File: src/rtl/memory_writeback.sv
// MEM/WB pipeline stage: performs lw/sw over a req/ack data-memory port and
// stalls upstream until the access completes, flagging misaligned or timed-out accesses.
module memory_writeback #(
  parameter int TIMEOUT = 16,
  parameter int TO_W    = 5
) (
  input  logic        clk,
  input  logic        rst,
  input  logic        XM_valid,
  input  logic        XM_MemtoReg,
  input  logic        XM_RegWrite,
  input  logic        XM_MemRead,
  input  logic        XM_MemWrite,
  input  logic [4:0]  XM_RD,
  input  logic [31:0] XM_ALUout,
  input  logic [31:0] XM_MD,
  output logic        dm_req,
  output logic        dm_we,
  output logic [31:0] dm_addr,
  output logic [31:0] dm_wdata,
  input  logic [31:0] dm_rdata,
  input  logic        dm_ack,
  output logic        stall,
  output logic        mem_err,
  output logic        MW_MemtoReg,
  output logic        MW_RegWrite,
  output logic [4:0]  MW_RD,
  output logic [31:0] MDR,
  output logic [31:0] MW_ALUout
);

  typedef enum logic {IDLE, BUSY} state_t;

  localparam logic [TO_W-1:0] LAST = TO_W'(TIMEOUT - 1);

  state_t          r_state, w_next;
  logic [TO_W-1:0] r_cnt;
  logic            w_memop, w_misal, w_timeout;

  assign w_memop   = XM_valid & (XM_MemRead | XM_MemWrite);
  assign w_misal   = w_memop & (XM_ALUout[1:0] != 2'b00);
  assign w_timeout = (r_cnt == LAST);

  always_ff @(posedge clk or negedge rst) begin
    if (!rst) r_state <= IDLE;
    else      r_state <= w_next;
  end

  // Stall is forced low while reset is asserted so upstream never sees a
  // stall from an instruction that the reset has just discarded.
  always_comb begin
    w_next = r_state;
    stall  = 1'b0;
    case (r_state)
      IDLE: if (w_memop && !w_misal) begin
        w_next = BUSY;
        stall  = rst;
      end
      BUSY: if (dm_ack || w_timeout) w_next = IDLE;
            else                     stall  = rst;
    endcase
  end

  always_ff @(posedge clk or negedge rst) begin
    if (!rst) begin
      r_cnt       <= '0;
      dm_req      <= 1'b0;
      dm_we       <= 1'b0;
      dm_addr     <= '0;
      dm_wdata    <= '0;
      mem_err     <= 1'b0;
      MW_MemtoReg <= 1'b0;
      MW_RegWrite <= 1'b0;
      MW_RD       <= '0;
      MDR         <= '0;
      MW_ALUout   <= '0;
    end else begin
      case (r_state)
        IDLE: begin
          if (!w_memop) begin
            MW_MemtoReg <= XM_MemtoReg;
            MW_RD       <= XM_RD;
            MW_ALUout   <= XM_ALUout;
            MW_RegWrite <= XM_valid & XM_RegWrite;
          end else if (w_misal) begin
            mem_err     <= 1'b1;
            MW_RegWrite <= 1'b0;
          end else begin
            dm_req      <= 1'b1;
            dm_we       <= XM_MemWrite;
            dm_addr     <= XM_ALUout;
            dm_wdata    <= XM_MD;
            r_cnt       <= '0;
            MW_RegWrite <= 1'b0;
          end
        end
        BUSY: begin
          r_cnt       <= r_cnt + TO_W'(1);
          MW_RegWrite <= 1'b0;
          // An ack arriving on the final timeout cycle still completes the access.
          if (dm_ack) begin
            dm_req      <= 1'b0;
            if (XM_MemRead) MDR <= dm_rdata;
            MW_MemtoReg <= XM_MemtoReg;
            MW_RD       <= XM_RD;
            MW_ALUout   <= XM_ALUout;
            MW_RegWrite <= XM_RegWrite & XM_MemRead;
          end else if (w_timeout) begin
            dm_req  <= 1'b0;
            mem_err <= 1'b1;
          end
        end
      endcase
    end
  end

endmodule
File: config.mk
export PLATFORM = sky130hd
export DESIGN_NAME = memory_writeback
export DESIGN_NICKNAME = d
export VERILOG_FILES = /design/src/rtl/memory_writeback.sv
export SDC_FILE = /design/constraint.sdc
export NUM_CORES = 1
export LEC_CHECK = 0
export ABC_AREA = 1
export CAP_MARGIN = 20
export CORE_AREA = 5 5 136 112
export DETAILED_ROUTE_END_ITERATION = 16
export DIE_AREA = 0 0 141 117
export PLACE_DENSITY = 0.83
export SYNTH_ARGS = -nofsm -noshare
export SYNTH_HDL_FRONTEND = slang
export SYNTH_SLANG_ARGS = --single-unit
File: constraint.sdc
create_clock -name clk -period 1.9 [get_ports clk]
set_input_delay 0.38 -clock clk [delete_from_list [all_inputs] [get_ports clk]]
set_output_delay 0.38 -clock clk [all_outputs]
set_load 0.05 [all_outputs]
== Yosys cells after proc, flatten, opt, wreduce, memory -nomap -nowiden ==
Index checks and enable logic that the tools add are counted.

* Bits in registers: 144
* Input bits: 109
* Output and inout bits: 139
* Word-level logic and storage cells: 70

* Add/subtract/negate cells: 1
* Eq/ne operators: 9
* Multiplexer cells: 31
* Bitwise gates (word level): 7
* Reductions and logical operators: 10

{| class="wikitable"
|+ Operator list
! operator !! number
|-
| 2-to-1 mux 32 bit || 2
|-
| case mux 32 bit (2 select lines) || 1
|-
| 2-to-1 mux 5 bit || 4
|-
| case mux 5 bit (2 select lines) || 2
|-
| 2-to-1 mux 1 bit || 16
|-
| != test 2 bit, second input constant || 6
|-
| case mux 1 bit (2 select lines) || 6
|-
| AND reduction 3 bit || 3
|-
| adder 5 x 1 -> 5 bit, second input constant || 1
|-
| == test 5 x 4 -> 1 bit, second input constant || 1
|-
| bitwise AND 1 bit || 4
|-
| AND reduction 2 bit || 2
|-
| AND reduction 4 bit || 1
|-
| != test 3 x 2 -> 1 bit, second input constant || 1
|-
| != test 2 x 1 -> 1 bit, second input constant || 1
|-
| inverter 1 bit || 2
|-
| nonzero test 2 bit || 1
|-
| logical AND 1 bit || 1
|-
| logical NOT 1 bit || 1
|-
| logical OR 1 bit || 1
|-
| bitwise OR 1 bit || 1
|}

== Longest topological paths before layout ==
* Depth in word-level cells: 7
* Gate-level depth with buffers: 9
* Depth with buffers taken out: 8

== Worst setup path before layout ==
Ideal clock, no wire load.

* Kind: reg2out
* From: reg r_cnt[0]
* To: out stall
* Arrival: 2.243 ns
* Required time: 1.520 ns
* Slack: -0.723 ns
* Cell stages (with the launch flop): 8
* Path buffers: 0
* Path through: dfrtp_1 ha_1 nand2_1 nor2_1 ha_1 nor2_1 nand2_1 a21boi_0

* Word-level cells in the longest chain between the ends: 4

{| class="wikitable"
|+ Ends and longest elaborated chain
! element !! line !! source
|-
| from (decl) || 37 || <nowiki>logic [TO_W-1:0] r_cnt;</nowiki>
|-
| from (signal assigned) || 98 || <nowiki>r_cnt <= r_cnt + TO_W'(1);</nowiki>
|-
| == test 5 x 4 -> 1 bit || 42 || <nowiki>assign w_timeout = (r_cnt == LAST);</nowiki>
|-
| logical OR 1 bit || 59 || <nowiki>BUSY: if (dm_ack || w_timeout) w_next = IDLE;</nowiki>
|-
| 2-to-1 mux 1 bit || 59 ||
|-
| case mux 1 bit (2 select lines) || 54 || <nowiki>case (r_state)</nowiki>
|-
| to (decl) || 23 || <nowiki>output logic stall,</nowiki>
|}

Every way passes these cells.

== Worst setup path in the final report ==
* From: reg r_cnt[1]
* To: out stall

Same word-level chain as after synthesis.

==> results.yml <==
outcome:
  status: "finished with violations"
  violated_checks: "negative setup slack"
placed_design:
  post-dp-hpwl_um: 11420
  placed_area_um2: 8232
  gp_congestion: 0.8055
  numPortBuffers: 247
drt:
  drt_iter0_markers: 341
  routed-via-count: 4957
  route.detailed.wl_per_inst_um: 14.82
  drcViolationCount: 0
  route.final.wire_length_um: 16100
  antenna_violating_nets_post_route: 0
  drt_first_pass_iters: 5
  average_via_count_per_standard_cell: 4.560
sta:
  max_freq_mhz: 460.8
  final_min_period_over_clock_period_pct: 114.2
  report.final.slew_viol_count: 0
  timing.clock.skew_ps: 4.733
  fin_ws_ps: -270.1
  max_slew.worst_pin.slew_ps: 793.8
  post-route-min-period_ps: 2170
  finalSetupViolations: 1
  final-hold-violation-count: 0
  setup_repair_after_global_routing_missed_its_margin: "true"
  timing.slew.headroom_pct: 47.08
  setup-tns-final_ps: -270.1
critical_path:
  crit_arrival_ps: 1790
  crit_start: "r_cnt[1]"
  timing.critical_path.from_type: "register"
  crit_top_cell: "ha_2"
  crit-reg2reg-launch: "r_state"
  nature_of_the_critical_path_endpoint: "primary output"
  critical_path_class: "reg -> out"
  critical_path.max_stage_delay_ps: 390
  required_ps: 1520
  crit_path_cell_trace: "ha_2 -> nand2_1 -> nor2_1 -> ha_2 -> nor2_4 -> nand2_2 -> a21boi_4 -> buf_12"
  cell_with_the_largest_stage_delay_on_the_worst_path: "dfrtp_1"
  worst-path-max-fanout: 2
grt:
  global_route.usage.total_pct: 19.95
  grt_start_max_net_pins: 145
  initial_antenna_violation_count: 0
  vias_in_the_first_global_route: 4967
  grt_overflow: 0
  wire_length_of_the_first_global_routing_pass_um: 25850
clock_network:
  numClockSinks: 144
  clkTransAtPathRegs_ps: 60
  clock_tree_from_tritoncts: "built"
  cts_htree_levels: 4
  clockRootBuffer: "clkbuf_16"
  maximum_number_of_buffers_from_clock_root_to_sink: 2
  cts-hold-fix-buffers: 0
  tritoncts.num_buffers: 17
  worst_skew_pair.late_latency_ps: 410
power_and_ir_drop:
  p_clk_share_pct: 30.0
  total_leakage_power_uw: 0.004769
  p_per_area_nw_per_um2: 1396
  power_report.internal_total_uw: 7453
  power.switching_uw: 4904
  power_switching_share_pct: 39.69
  power.share.sequential_pct: 33.3
  ir_drop_worst_vdd_mv: 0.7875
  comb_power_share_pct: 36.7
synth:
  synth_xor_xnor_area_share_pct: 0.1545
  adder_and_majority_cell_fraction_of_the_synthesized_area_pct: 0.4415
  yosysUniqueCellTypes: 18
  postSynthRegisterBits: 144
  complex_gate_fraction_of_the_synthesized_area_pct: 3.620
  yosysSeqAreaShare_pct: 63.58
  synth.avg_cell_area_um2: 8.912
  syn-instance-count: 636
  synth_nets: 747
  synth-warning-count: 0
  muxShareOfSynthArea_pct: 0
  combinational_family_with_the_most_area_after_synthesis: "simple AND/OR/NAND/NOR gates"
  combined_area_of_all_synthesized_cells_um2: 5668
  synth-simple-area-share_pct: 25.74
cells_and_area:
  layout.cells.most_common: "nand2_1"
  antenna_cells: 0
  final_layout_size_suffix_gt1_share_pct: 15.50
  nets: 1001
  layout.cells.most_common_list: "nand2_1, dfrtp_1, clkdlybuf4s50_1, buf_4, dlygate4sd2_1"
  multi_input_comb_area_um2: 1729
  n_fill_cell: 1160
  stdcell_area_um2: 8850
  area.sequential_um2: 3603
  syn2layout_area_growth_pct: 56.14
  final_core_util_pct: 63.86
floorplan:
  fp.dieArea_um2: 16500
  core_area_um2: 13860
  dieHeight_um: 117
  num_io_pins: 248
  row_count: 39
  floorplan.die.width_um: 141
  start_util_pct: 40.90
run:
  max_cap_violations: 0
min_path:
  hold_class: "in -> async"
## power groups by stage
stage	logic, µW	registers, µW	clock network [µW]
after floorplan	706	6410	0
final	4530	4120	3710
after CTS	4580	4120	3790
after global routing	4800	4210	3950
after detailed placement	4780	4170	0
after global placement	4720	4140	0
## repair_timing
item                                    CTS  global route
pin swaps                                 4             0
endpoints found under the setup margin   66             1
buffers inserted                          3             0
gates resized for setup                  70             0
## worst paths after layout
kind	to	cells past startpoint	slack, ps
max	stall	8	-270
min	MW_ALUout[15]	2	50
max reg2reg	MW_ALUout[28]	7	480
min reg2reg	dm_wdata[18]	2	480
max in group asynchronous	dm_wdata[22]	2	1220
min in group clk	dm_wdata[18]	2	480
## logic make-up after synthesis
family          after synthesis
compound gates               40
xor+xnor                      1
fa+ha+maj                     2
buf+inv                      78
flops                       144
simple gates                371
## final cells by class
| class | instances | share of cell area [%] |
|---|---|---|
| inverters | 44 | 1.866 |
| clock buffers | 20 | 5.160 |
| flip-flops and latches | 144 | 40.72 |
| repair buffers | 269 | 27.80 |
| well taps | 184 | 2.601 |
| clock inverters | 12 | 2.319 |
| multi-input cells | 414 | 19.54 |
## synthesized netlist by cell type (all sizes together)
cell type	number	area share [%]
dfrtp	144	64
o21ai	34	3.0
nand3	45	4.0
inv	44	2.9
a21oi	4	0.35
a21boi	2	0.26
ha	2	0.44
nor2	11	0.77
or2	1	0.11
buf	28	3.2
xnor2	1	0.15
clkbuf	6	0.40
nand2	314	21
## critical path: cells and delay by family, from the launching register on
family,cells,cell delay (ps)
simple gates,4,290
compound gates,1,170
fa+ha+maj,2,370
flops,1,390
buf+inv,1,160
## per-stage QoR
step / instances / worst slack, ps / total power, µW / hold slack (ps)
2_1_floorplan: 636 / 22.70 / 7114 / 84.41
3_3_place_gp: 1052 / -35.46 / 8859 / 455.3
3_5_place_dp: 1052 / -62.33 / 8952 / 462.5
4_1_cts: 1087 / -255.1 / 12500 / 139.3
5_1_grt: 1087 / -348.7 / 12960 / 176.8
6_report: 1087 / -270.1 / 12360 / 48.32
## registers in the layout, indices dropped and copies added (netlist names)
name         cells
MW_RegWrite      1
dm_we            1
MW_ALUout       32
MW_RD            5
mem_err          1
dm_addr         32
dm_req           1
r_state          1
MW_MemtoReg      1
dm_wdata        32
MDR             32
r_cnt            5
## routing by layer
metal  routed length [µm]  up-vias  GRT usage [%]
met5                    0        -              0
met2                 7881      175          33.23
li1                     -     2464              -
met1                 6746     2305          24.96
met4                  160        0          5.294
met3                 1316       13          7.311
Power figures use the tool's default switching activity.
